===== config.mk =====
export PLATFORM = sky130hd
export DESIGN_NAME = vga_scanout
export DESIGN_NICKNAME = d
export VERILOG_FILES = /design/src/rtl/vga_scanout.sv
export SDC_FILE = /design/constraint.sdc
export NUM_CORES = 1
export LEC_CHECK = 0
export CAP_MARGIN = 40
export CORE_ASPECT_RATIO = 2
export CORE_MARGIN = 8
export CORE_UTILIZATION = 52
export DETAILED_ROUTE_END_ITERATION = 6
export PLACE_DENSITY = 0.79
export SETUP_SLACK_MARGIN = 0.3
export SLEW_MARGIN = 20
export SYNTH_ARGS = -nofsm -noshare
export SYNTH_HDL_FRONTEND = slang
export SYNTH_SLANG_ARGS = --single-unit

===== constraint.sdc =====
create_clock -name clk -period 2.88 [get_ports clk]
set_input_delay 0.432 -clock clk [delete_from_list [all_inputs] [get_ports clk]]
set_output_delay 0.432 -clock clk [all_outputs]
set_load 0.03 [all_outputs]

===== src/rtl/vga_scanout.sv =====
// ---------------------------------------------------------------------------
// vga_scanout
//
// 640x480 VGA timing generator and pixel scan-out stage, clocked from the
// 50 MHz system clock. A clock divider produces one dot every CLK_DIV clk
// cycles. On each active dot one 12-bit RGB word is popped from the upstream
// line-buffer FIFO and placed on the VGA colour pins. The block also tells
// the SDRAM line fetcher which line to fetch next, and when a frame's
// vertical blank begins, so the fetcher can stay one line ahead.
//
// Ports
//   clk              system clock (CLOCK_50 domain)
//   reset            asynchronous, active-low reset
//   pixel_data       upstream pixel {R[11:8], G[7:4], B[3:0]}
//   pixel_valid      pixel_data holds a valid pixel
//   pixel_ready      one-clk pop strobe; a word is consumed when
//                    pixel_valid && pixel_ready
//   line_request     one-clk pulse: fetch line line_number now
//   line_number      line index for line_request, held until the next one
//   vblank_start     one-clk pulse at the first blank line of a frame
//   underflow        sticky flag: a pixel was missing at an active dot
//   underflow_clear  clears underflow (a new miss in the same clk wins)
//   VGA_R/G/B        4-bit colour outputs
//   VGA_HS, VGA_VS   sync outputs, active-low
//   VGA_PIXEL_CLOCK  dot clock, clk/CLK_DIV, rising edge in mid-dot
// ---------------------------------------------------------------------------
module vga_scanout #(
    parameter int H_ACTIVE = 640,  // visible dots per line
    parameter int H_FRONT  = 16,   // horizontal front porch (dots)
    parameter int H_SYNC   = 96,   // HS pulse width (dots)
    parameter int H_BACK   = 48,   // horizontal back porch (dots)
    parameter int V_ACTIVE = 480,  // visible lines per frame
    parameter int V_FRONT  = 11,   // vertical front porch (lines)
    parameter int V_SYNC   = 2,    // VS pulse width (lines)
    parameter int V_BACK   = 31,   // vertical back porch (lines)
    parameter int CLK_DIV  = 2     // clk cycles per dot (even, >= 2)
) (
    input  logic        clk,
    input  logic        reset,
    input  logic [11:0] pixel_data,
    input  logic        pixel_valid,
    output logic        pixel_ready,
    output logic        line_request,
    output logic [9:0]  line_number,
    output logic        vblank_start,
    output logic        underflow,
    input  logic        underflow_clear,
    output logic [3:0]  VGA_R,
    output logic [3:0]  VGA_G,
    output logic [3:0]  VGA_B,
    output logic        VGA_HS,
    output logic        VGA_VS,
    output logic        VGA_PIXEL_CLOCK
);

    // -----------------------------------------------------------------------
    // Derived geometry
    // -----------------------------------------------------------------------
    localparam int H_TOTAL = H_ACTIVE + H_FRONT + H_SYNC + H_BACK;
    localparam int V_TOTAL = V_ACTIVE + V_FRONT + V_SYNC + V_BACK;

    localparam int DW = $clog2(CLK_DIV);
    localparam int HW = $clog2(H_TOTAL);
    localparam int VW = $clog2(V_TOTAL);

    localparam logic [DW-1:0] D_LAST   = DW'(CLK_DIV - 1);
    localparam logic [DW-1:0] D_HALF   = DW'(CLK_DIV / 2);

    localparam logic [HW-1:0] H_LAST   = HW'(H_TOTAL - 1);
    localparam logic [HW-1:0] H_VIS    = HW'(H_ACTIVE);
    localparam logic [HW-1:0] HS_BEGIN = HW'(H_ACTIVE + H_FRONT);
    localparam logic [HW-1:0] HS_END   = HW'(H_ACTIVE + H_FRONT + H_SYNC);

    localparam logic [VW-1:0] V_LAST   = VW'(V_TOTAL - 1);
    localparam logic [VW-1:0] V_VIS    = VW'(V_ACTIVE);
    localparam logic [VW-1:0] VS_BEGIN = VW'(V_ACTIVE + V_FRONT);
    localparam logic [VW-1:0] VS_END   = VW'(V_ACTIVE + V_FRONT + V_SYNC);

    // -----------------------------------------------------------------------
    // State
    // -----------------------------------------------------------------------
    logic [DW-1:0] d;       // position inside the current dot
    logic [HW-1:0] h;       // dot within the line
    logic [VW-1:0] v;       // line within the frame

    // -----------------------------------------------------------------------
    // Decode of the current position
    // -----------------------------------------------------------------------
    logic [DW-1:0] d_next;
    logic [VW-1:0] v_succ;      // (v + 1) mod V_TOTAL
    logic          pix_en;      // last clk of the dot: everything advances
    logic          active;      // current (h,v) is inside the visible area
    logic          hs_n;        // HS level for the current dot
    logic          vs_n;        // VS level for the current dot
    logic          line_wanted; // this line's request slot, next line visible
    logic          pop;         // take one word from upstream this clk

    always_comb begin
        // NOTE: every signal here is assigned on every path, so no latch can
        // be inferred; conditional values are expressed with ?: rather than
        // a partial if.
        pix_en      = (d == D_LAST);
        d_next      = pix_en ? '0 : d + 1'b1;
        active      = (h < H_VIS) && (v < V_VIS);
        hs_n        = !((h >= HS_BEGIN) && (h < HS_END));
        vs_n        = !((v >= VS_BEGIN) && (v < VS_END));
        v_succ      = (v == V_LAST) ? '0 : v + 1'b1;
        line_wanted = (h == H_VIS) && (v_succ < V_VIS);
        pop         = pix_en && active;
    end

    // The pop strobe is decoded straight from registered state, so it is
    // high during the pix_en clk itself and the word is captured at the end
    // of that same clk. It can never be high outside a pix_en clk.
    assign pixel_ready = pop;

    // -----------------------------------------------------------------------
    // Dot divider, dot clock and raster counters
    // -----------------------------------------------------------------------
    always_ff @(posedge clk or negedge reset) begin
        // NOTE: sequential state uses non-blocking assignments only, so every
        // register samples the pre-edge values regardless of block order.
        if (!reset) begin
            d               <= '0;
            h               <= '0;
            v               <= '0;
            VGA_PIXEL_CLOCK <= 1'b0;
        end else begin
            d <= d_next;
            // High for the second half of each dot: the rising edge lands in
            // the middle of the dot, where the colour pins are stable.
            VGA_PIXEL_CLOCK <= (d_next >= D_HALF);
            if (pix_en) begin
                if (h == H_LAST) begin
                    h <= '0;
                    v <= v_succ;
                end else begin
                    h <= h + 1'b1;
                end
            end
        end
    end

    // -----------------------------------------------------------------------
    // Colour and sync outputs
    //
    // RGB, HS and VS are all loaded on the same pix_en edge from the same
    // (h,v), so they reach the pins together one clk after the pop.
    // -----------------------------------------------------------------------
    always_ff @(posedge clk or negedge reset) begin
        if (!reset) begin
            VGA_R  <= '0;
            VGA_G  <= '0;
            VGA_B  <= '0;
            VGA_HS <= 1'b1;
            VGA_VS <= 1'b1;
        end else if (pix_en) begin
            if (pop && pixel_valid) begin
                VGA_R <= pixel_data[11:8];
                VGA_G <= pixel_data[7:4];
                VGA_B <= pixel_data[3:0];
            end else begin
                // Blanking, or a missing pixel: show black.
                VGA_R <= '0;
                VGA_G <= '0;
                VGA_B <= '0;
            end
            VGA_HS <= hs_n;
            VGA_VS <= vs_n;
        end
    end

    // -----------------------------------------------------------------------
    // Fetcher handshake
    //
    // The request for line n goes out when the current line's visible part
    // ends (h == H_ACTIVE), one full blanking interval ahead of line n.
    // Line 0 is therefore requested from the last line of the frame, and no
    // requests are made while the following line is a blank one.
    // line_number is loaded on the same edge that raises line_request, so
    // the fetcher sees both together.
    // -----------------------------------------------------------------------
    always_ff @(posedge clk or negedge reset) begin
        if (!reset) begin
            line_request <= 1'b0;
            line_number  <= '0;
            vblank_start <= 1'b0;
        end else begin
            line_request <= pix_en && line_wanted;
            vblank_start <= pix_en && (h == '0) && (v == V_VIS);
            if (pix_en && line_wanted) begin
                line_number <= 10'(v_succ);
            end
        end
    end

    // -----------------------------------------------------------------------
    // Underflow flag
    //
    // Sticky until cleared; a miss in the same clk as a clear wins so that
    // no event is ever lost. Timing keeps running through an underflow.
    // -----------------------------------------------------------------------
    always_ff @(posedge clk or negedge reset) begin
        if (!reset) begin
            underflow <= 1'b0;
        end else if (pop && !pixel_valid) begin
            underflow <= 1'b1;
        end else if (underflow_clear) begin
            underflow <= 1'b0;
        end
    end

endmodule


# Word-level counts from Yosys, hierarchy flattened
# Cells that the tools add are included.
[op_classes]
n_addsub = 3
n_lt_le_gt_ge = 8
n_eq_ne = 4
mux = 8
n_reduce_logical = 16
[op_table]
columns = ["cell", "n"]
rows = [
  ["10-bit equality test (second input constant)", 3],
  ["10-bit by 9-bit less-than comparator with 1-bit output (second input constant)", 3],
  ["10-bit by 1-bit adder with 10-bit output (second input constant)", 2],
  ["10-bit less-than comparator (second input constant)", 2],
  ["10-bit 2-to-1 mux", 2],
  ["4-bit 2-to-1 mux", 3],
  ["10-bit by 9-bit equality test with 1-bit output (second input constant)", 1],
  ["10-bit >= comparator (second input constant)", 1],
  ["10-bit by 9-bit >= comparator with 1-bit output (second input constant)", 1],
  ["1-bit logical AND", 10],
  ["10-bit logical NOT", 1],
  ["1-bit logical NOT", 3],
  ["1-bit 2-to-1 mux", 3],
  ["2-bit AND reduction", 1],
  ["2-bit nonzero test", 1],
  ["1-bit adder (second input constant)", 1],
  ["1-bit >= comparator (second input constant)", 1],
]
[word_totals]
ff_bits = 49

# Longest topological paths before layout
[depth]
ltp_word = 5
ltp_mapped = 7
ltp_nobuf = 7

# Worst setup path after synthesis
# Ideal clock, no wire load.
[synth_timing]
path_type = "register -> register"
start = "reg h[0]"
end = "reg line_number[0]"
setup_time_ns = 0.125
arrival_ns = 2.187
setup_slack_ns = 0.568
stages_incl_launch_ff = 8
path_buffers = 0
period_less_slack_ns = 2.312
cell_sequence = "dfrtp_1 -> inv_1 -> ha_1 -> or4b_1 -> nor3_1 -> o21ai_1 -> a311oi_4 -> mux2_4"
[synth_between]
elab_chain_len = 3
[synth_lines]
columns = ["item", "line_no", "rtl"]
rows = [
  ["from (decl)", "83", "logic [HW-1:0] h;"],
  ["from (signal assigned)", "138", "h <= h + 1'b1;"],
  ["10-bit equality test", "108", "line_wanted = (h == H_VIS) && (v_succ < V_VIS);"],
  ["1-bit logical AND", "108", ""],
  ["1-bit logical AND", "191", "if (pix_en && line_wanted) begin"],
  ["to (signal assigned)", "192", "line_number <= 10'(v_succ);"],
  ["to (decl)", "44", "output logic [9:0] line_number,"],
]
# No other way between the ends.
# A chain may end at the register's enable or synchronous reset.

# Worst setup path in the final report
[layout_timing]
start = "reg h[0]"
end = "reg line_number[3]"
# The elaborated chain is that of the path after synthesis.

==> results.ini <==
[pwr]
ir_worst_vdd_mv = 0.408
powerDensity_nw_per_um2 = 399
p_leak_uw = 0.00128

[final_layout]
final_core_utilization = 0.661
antenna_cells = 0
stdcell_count = 324
nNetsFinal = 289
drive_above_1_share = 0.123
area_growth_pct = 23.1
nFillCells = 386

[critical_path]
worst_setup_path_start_kind = flip-flop
rr_startpoint = h[0]
reg2regPathDepth = 8
worstSetupEndpointType = flip-flop
crit_chain = inv_1 -> ha_1 -> or4b_1 -> nor3_2 -> o21ai_2 -> a311oi_4 -> buf_4 -> mux2_4
crit_arrival_ps = 2570
crit_slowest_cell = or4b_1
slowest_delay_ps = 480
critical_path.max_fanout = 8
critPathRequiredTime_ps = 3080
crit_type = reg -> reg
worstReg2RegEnd = line_number[3]
reg2reg_slack_ps = 510

[synth]
synth.avg_cell_area_um2 = 10.8
netlist_top_cells_count = 46 x dfrtp_1, 20 x nand2_1, 14 x xnor2_1
yosys.area_share.simple = 0.187
syn_area_um2 = 2440
synth_adder_area_share = 0.0256
synth_edf_count = 0
yosysTopAreaCell = dfrtp_1
syn_inst = 226
syn-num-nets = 247
synth-main-ff-cell = dfrtp_1
seq_area_frac_synth = 0.492
synth_top_family_by_area = simple AND/OR/NAND/NOR gates
muxShareOfSynthArea = 0.0333
synth-xor-area-share = 0.0716
synth_area_leaders = dfrtp_1 47%, xnor2_1 5.0%, a22o_1 4.3%
synth.most_common_cell = dfrtp_1
synth_compound_area_frac = 0.135
synth.top_cell.area_share = 0.471
synth_cell_types = 51
ys_async_sr_fraction = 1.00
synth_seq_cells = 48
yosysWarnings = 0

[sta]
period_minus_slack_ps = 2370
setup_viol = 0
fmax_mhz = 421
hold_ws_ps = 48.4
finalMaxSlewViolations = 0
slew_headroom = 0.559
rsz0062_at_grt = no
fin_crit_sh = 0.825
clock_skew_ps = 9.80
tns_ps = 0
worstMarginPinSlew_ps = 656
hold_violations = 0
worst_slack_ps = 505

[clock_tree]
path_clk_slew_ps = 90
clock_latency_ps = 310
cts_sinks = 48
cts_root_buffer = clkbuf_8
cts_buffer_depth = 2
h-tree-depth = 2
cts_buffers = 5
cts_tree = done

[grt]
antenna_found_initial = 0
grt_pass1_wl_mm = 9.24
met1_usage = 0.147
grtUsageMet3 = 0.0386
grt_busiest_layer = met2
grt_pass1_vias = 2033
grt.total_usage = 0.160
grt_overflow = 0
grt_use_met2 = 0.296
grt_start_max_net_pins = 31

[place]
post-place-ws_ps = 435
port-buffer-count = 44
finalWeightedCongestion = 0.950
dpl.hpwl_mm = 4.31
post-place-cells = 316

[detailed_routing]
firstDrtPassIters = 4
vias_per_cell = 5.92
drt_iter0_markers = 46
antenna_left = 0
avgRoutedWirePerCell_um = 17.1
num_vias = 1918
wl_mm = 5.55
drc = 0

[floorplan]
die_y_um = 113
design.portCount = 45
design.core.area_um2 = 4550
chipWidth_um = 64.5
start_util = 0.537
die_area_um2 = 7280
rows = 35

[run_status]
status = completed

[flow_run]
cap_viol_max_count = 0

[min_path]
hold_path.class = in -> async

## flip-flops by register name, indices dropped and copies added, names as in the netlist
| register | count |
|---|---|
| VGA_B | 4 |
| VGA_G | 4 |
| VGA_HS | 1 |
| VGA_PIXEL_CLOCK | 1 |
| VGA_R | 4 |
| VGA_VS | 1 |
| h | 10 |
| line_number | 10 |
| line_request | 1 |
| underflow | 1 |
| v | 10 |
| vblank_start | 1 |
## timing repair
| action | CTS | global route |
|---|---|---|
| resized for setup | 1 | 2 |
| endpoints found under the hold margin | 0 | 0 |
| buffers inserted | 0 | 0 |
| endpoints found under the setup margin | 1 | 4 |
| hold buffers | 0 | 0 |
## final cells by class
cell class                 count  area, um2  area share
clock buffer                   6       82.6      0.0274
clock inverter                 2       15.0     0.00499
inverter                      11       41.3      0.0137
multi-input combinational    153       1110       0.370
sequential                    48       1200       0.400
tap                           55       68.8      0.0229
timing repair buffer          49        484       0.161
## cell families after synthesis
group	after synthesis
and+or+nand+nor	78
muxes	6
buffers and inverters	25
adders and majority gates	5
AOI/OAI and AO/OA	44
xor gates and xnor gates	20
DFF	48
## worst max-delay path by stage
stage / start / to / slack, ps
final: h[0] / line_number[3] / 510
after floorplan: h[0] / line_number[0] / 570
after CTS: h[0] / line_number[2] / 420
after global placement: h[0] / line_number[1] / 540
after detailed placement: h[0] / line_number[2] / 440
after global routing: h[1] / line_number[2] / 390
## through the flow
step,total power (uW),area [um2]
after floorplan,731,2440
after global placement,786,2890
after detailed placement,790,2910
after CTS,1210,3000
after global routing,1240,3010
final,1200,3010
## worst max-delay path, delay by kind of cell (launching register included)
family                   cells  cell delay (ps)
multiplexers                 1              310
flip-flops                   1              410
buffers and inverters        2              330
adder cells (fa/ha/maj)      1              150
AO/OA/AOI/OAI                2              360
AND/OR/NAND/NOR              2              720
## report_power, final
part | internal (uW) | switching [uW] | total (uW)
sequential | 683 | 5.14 | 688
combinational | 41.6 | 44.5 | 86.1
clock | 194 | 231 | 426
total | 919 | 281 | 1200
## metal layers
layer | vias up | wire, um
met4 | 0 | 207
met3 | 21 | 264
li1 | 885 | -
met1 | 945 | 1960
met2 | 67 | 3120
met5 | - | 0
## placed cells by master, fill, tap and decap left out, drive strengths merged, types with 4 or more instances in the layout
cell	n
or3	4
nor2	12
clkbuf	6
ha	5
xor2	6
a211oi	4
nand4	6
a22o	12
inv	11
a31oi	5
nand2	20
nor4	4
dfrtp	46
nor3	7
clkdlybuf4s50	42
mux2	5
xnor2	14
and3	4
nand3	6
buf	6
o21ai	12
Power figures use the tool's default switching activity.
